### src/rtl/bus_rr_arbiter.sv
// bus_rr_arbiter: round-robin front end for busmaster; one owner at a time,
// tenure capped at MAX_BURST words, owner's request/data/id muxed onto bm_*.
module bus_rr_arbiter #(
    parameter int N = 4,
    parameter int DW = 32,
    parameter int IW = 4,
    parameter int MAX_BURST = 8,
    localparam int CW = $clog2(N)
) (
    input  logic            clk,
    input  logic            reset,
    input  logic            bm_grant,
    input  logic [N-1:0]    req,
    input  logic [N*DW-1:0] dev_data,
    input  logic [N*IW-1:0] dev_id,
    output logic [N-1:0]    gnt,
    output logic            bm_request,
    output logic [DW-1:0]   bm_data,
    output logic [IW-1:0]   bm_id,
    output logic [CW-1:0]   owner,
    output logic            busy
);
    localparam int BW = $clog2(MAX_BURST + 1);
    typedef enum logic {IDLE, OWN} state_t;
    state_t state;
    logic [CW-1:0] last, win, idx;
    logic [BW-1:0] cnt;
    logic found, done;
    // Scan from farthest to nearest so the first requester after last wins.
    always_comb begin
        win = '0;
        idx = '0;
        found = 1'b0;
        for (int k = N; k >= 1; k--) begin
            idx = CW'((int'(last) + k) % N);
            if (req[idx]) begin
                win = idx;
                found = 1'b1;
            end
        end
    end
    assign done = !req[owner] || !bm_grant || cnt == BW'(MAX_BURST - 1);
    assign busy = state == OWN;
    assign bm_request = busy && req[owner];
    assign bm_data = busy ? dev_data[owner*DW +: DW] : '0;
    assign bm_id = busy ? dev_id[owner*IW +: IW] : '0;
    always_ff @(posedge clk or negedge reset) begin
        if (!reset) begin
            state <= IDLE;
            owner <= '0;
            last <= CW'(N - 1);
            cnt <= '0;
            gnt <= '0;
        end else if (state == OWN) begin
            if (done) begin
                state <= IDLE;
                last <= owner;
                gnt <= '0;
            end else begin
                cnt <= cnt + 1'b1;
            end
        end else if (bm_grant && found) begin
            state <= OWN;
            owner <= win;
            cnt <= '0;
            gnt <= N'(1) << win;
        end
    end
endmodule

### config.mk
export PLATFORM = sky130hd
export DESIGN_NAME = bus_rr_arbiter
export DESIGN_NICKNAME = d
export VERILOG_FILES = /design/src/rtl/bus_rr_arbiter.sv
export SDC_FILE = /design/constraint.sdc
export NUM_CORES = 1
export LEC_CHECK = 0
export CAP_MARGIN = 5
export CORE_ASPECT_RATIO = 0.9
export CORE_MARGIN = 4
export CORE_UTILIZATION = 28
export CTS_CLUSTER_DIAMETER = 60
export DETAILED_ROUTE_END_ITERATION = 10
export PLACE_DENSITY = 0.77
export SLEW_MARGIN = 40
export SYNTH_ARGS = -nofsm -noshare
export SYNTH_HDL_FRONTEND = slang
export SYNTH_SLANG_ARGS = --single-unit
export TNS_END_PERCENT = 50
### constraint.sdc
create_clock -name clk -period 2.6 [get_ports clk]
set_input_delay 0.52 -clock clk [delete_from_list [all_inputs] [get_ports clk]]
set_output_delay 0.52 -clock clk [all_outputs]
set_load 0.1 [all_outputs]
==> results of run 1 <==
-- layer usage --
layer	wire length, µm	vias up	global-route usage
li1	-	977	-
met1	3220	1004	0.251
met2	4570	83	0.414
met3	672	13	0.0625
met4	151	0	0.0472
met5	0	-	0
-- kinds of logic after synthesis --
family / count (synthesis)
fa+ha+maj: 1
mux: 41
buf+inv: 19
simple gates: 58
flops: 13
compound gates: 16
-- stage by stage --
stage / total power, mW / instances / hold slack [ps] / utilization
after floorplan: 3.17 / 148 / 224 / -
after detailed placement: 4.72 / 425 / 516 / 0.700
final: 4.87 / 429 / 530 / 0.707
after global placement: 4.68 / 425 / 511 / 0.700
after global routing: 5.07 / 429 / 554 / 0.707
after CTS: 4.92 / 429 / 535 / 0.707
-- sequential cells by signal (all words and copies together), names as in the netlist --
| name | cells |
|---|---|
| last | 2 |
| gnt | 4 |
| busy | 1 |
| owner | 2 |
| cnt | 4 |
-- critical path: stages --
cell,delay [ps]
clkdlybuf4s50_1,490
mux4_2,540
and2_1,210
buf_12,170
-- synth_stat cells, drive strengths merged (3+ instances only) --
master,instances
o32ai,3
buf,7
mux4,37
inv,7
and2,38
dfrtp,11
nand2,4
nand3,4
a21oi,3
o21ai,4
clkbuf,5
-- power by group --
| group | total, mW | switching (mW) | internal [mW] | leakage (nW) |
|---|---|---|---|---|
| registers | 0.412 | 0.123 | 0.289 | 0.163 |
| logic | 4.28 | 2.46 | 1.81 | 1.50 |
| clock network | 0.186 | 0.0802 | 0.106 | 0.0255 |
| total | 4.87 | 2.66 | 2.21 | 1.69 |
-- final cells by class --
| type | count | share of cell area |
|---|---|---|
| clock buffer | 3 | 0.00955 |
| sequential | 13 | 0.0770 |
| inverter | 7 | 0.00608 |
| clock inverter | 1 | 0.00116 |
| timing repair buffer | 202 | 0.562 |
| multi-input combinational | 116 | 0.319 |
| tap | 87 | 0.0252 |
-- worst max path at each step --
stage | end | slack, ps | cells after the start
4_1_cts | bm_request | 140 | 4
6_report | bm_request | 140 | 4
2_1_floorplan | bm_data[11] | -130 | 3
3_5_place_dp | bm_request | 160 | 4
5_1_grt | bm_request | 120 | 4
3_3_place_gp | bm_request | 190 | 4
==> flow_metrics.env, run 1 <==
export IMPL_run_status="finished, final reports clean"
export IMPL_rsz0062_at_grt="no"
export IMPL_clkTransAtPathRegs_ps=50
export IMPL_cap_viol_max_count=0
export IMPL_dr_pass1_iters=4
export IMPL_drcViolationCount=0
export IMPL_synth_area_mux_share=0.496
export IMPL_holdPathEnd="gnt[0]$_DFFE_PN0P_"
export IMPL_drt_iter0_markers=47
export IMPL_synth_compound_area_frac=0.0644
export IMPL_clock_latency_ps=250
export IMPL_cts_sinks=13
export IMPL_async_reset_ff_frac=1.00
export IMPL_worst_setup_path_end_kind="output port"
export IMPL_gp_congestion=0.884
export IMPL_cts_root_buf="clkbuf_8"
export IMPL_yosysTopAreaCellShare=0.472
export IMPL_hp_start="gnt[0]$_DFFE_PN0P_"
export IMPL_diodes=0
export IMPL_place_hpwl_mm=7.40
export IMPL_finalMaxSlewViolations=0
export IMPL_cts_buffers_inserted=3
export IMPL_worstHoldPathCells=1
export IMPL_startpoint="req[1]"
export IMPL_finalCriticalPeriod_ps=2460
export IMPL_synthAdderAreaFrac=0.00708
export IMPL_cp_start_kind="primary input"
export IMPL_worst_slack_ps=141
export IMPL_fillCellCount=437
export IMPL_tns_ps=0
export IMPL_period_share=0.946
export IMPL_slew_limit_headroom=0.608
export IMPL_die_w_um=91.7
export IMPL_cts_buffer_depth=2
export IMPL_crit_type="primary input to output port"
export IMPL_area_delta_synth_final_pct=145
export IMPL_synth_seq_area_share=0.186
export IMPL_r2r_cells=5
export IMPL_routed_wl_mm=8.62
export IMPL_final_nets=495
export IMPL_final_antenna_net_count=0
export IMPL_die_y_um=83.4
export IMPL_multi_input_area_um2=1380
export IMPL_drive_above_1_share=0.351
export IMPL_ys_ff_latch=13
export IMPL_final_common_cell="clkdlybuf4s50_1"
export IMPL_synth_main_ff_cell="dfrtp_1"
export IMPL_grt_max_degree=36
export IMPL_routedWlPerCell_um=20.1
export IMPL_ys_warn_count=0
export IMPL_grt_use_total=0.223
export IMPL_vias=2077
export IMPL_fmax_mhz=407
export IMPL_h_tree_depth=1
export IMPL_finClkSkew_ps=5.92
export IMPL_synth_cells=148
export IMPL_hold_path_class="flop to flop"
export IMPL_cts_tree="yes"
export IMPL_grt_ovfl_total=0
export IMPL_via_per_inst=4.84
export IMPL_tightest_slew_ps=586
export IMPL_dpl_cell_area_um2=4280
export IMPL_register_area_um2=333
export IMPL_grt_antenna_before_repair=0
export IMPL_vdd_drop_max_uv=1150
export IMPL_synth_top_family_by_area="multiplexers"
export IMPL_synth_top_cell_by_area="mux4_2"
export IMPL_port_buffers=194
export IMPL_rr_endpoint="gnt[0]$_DFFE_PN0P_"
export IMPL_synth_distinct_cells=32
export IMPL_rrSetupSlack_ps=580
export IMPL_synth_fp_nets=300
export IMPL_cp_data_arrival_time_ps=1940
export IMPL_fp_coreArea_um2=6110
export IMPL_avgSynthCellArea_um2=11.9
export IMPL_synth_area_um2=1770
export IMPL_grt_pass1_wl_mm=13.2
export IMPL_place_ws_ps=159
export IMPL_synthXorXnorAreaFrac=0
export IMPL_stdcell_area_um2=4320
export IMPL_synth_simple_area_share=0.200
export IMPL_setup_viol=0
export IMPL_ios=195
export IMPL_r2r_start="owner[0]$_DFFE_PN0P_"
export IMPL_hold_viol=0
export IMPL_synth_edf_count=0
export IMPL_p_leak_nw=1.69
export IMPL_final_cell_mix="clkdlybuf4s50_1, buf_12, mux4_2, and2_2, and2_1"
export IMPL_cellPowerDensity_nw_per_um2=1130
export IMPL_ys_top_cells_by_area="mux4_2, dfrtp_1, and2_1"
export IMPL_cts_setup_buffers=0
export IMPL_grt_pass1_vias=2234
export IMPL_crit_fanout=5
export IMPL_rows=27
export IMPL_start_util=0.289
export IMPL_hold_buffers=0
export IMPL_fp_dieArea_um2=7650
export IMPL_post_cts_resized=0
export IMPL_cp_data_required_time_ps=2080
(Power assumes the default switching activity.)
==> run 2: changes to the inputs <==
--- a/config.mk
+++ b/config.mk
@@ -11,6 +11,7 @@
 export CORE_UTILIZATION = 28
 export CTS_CLUSTER_DIAMETER = 60
 export DETAILED_ROUTE_END_ITERATION = 10
+export GPL_ROUTABILITY_DRIVEN = 1
 export PLACE_DENSITY = 0.77
 export SLEW_MARGIN = 40
 export SYNTH_ARGS = -nofsm -noshare
==> results of run 2 <==
The final DEF is identical to that of run 1; final timing and power are the same.
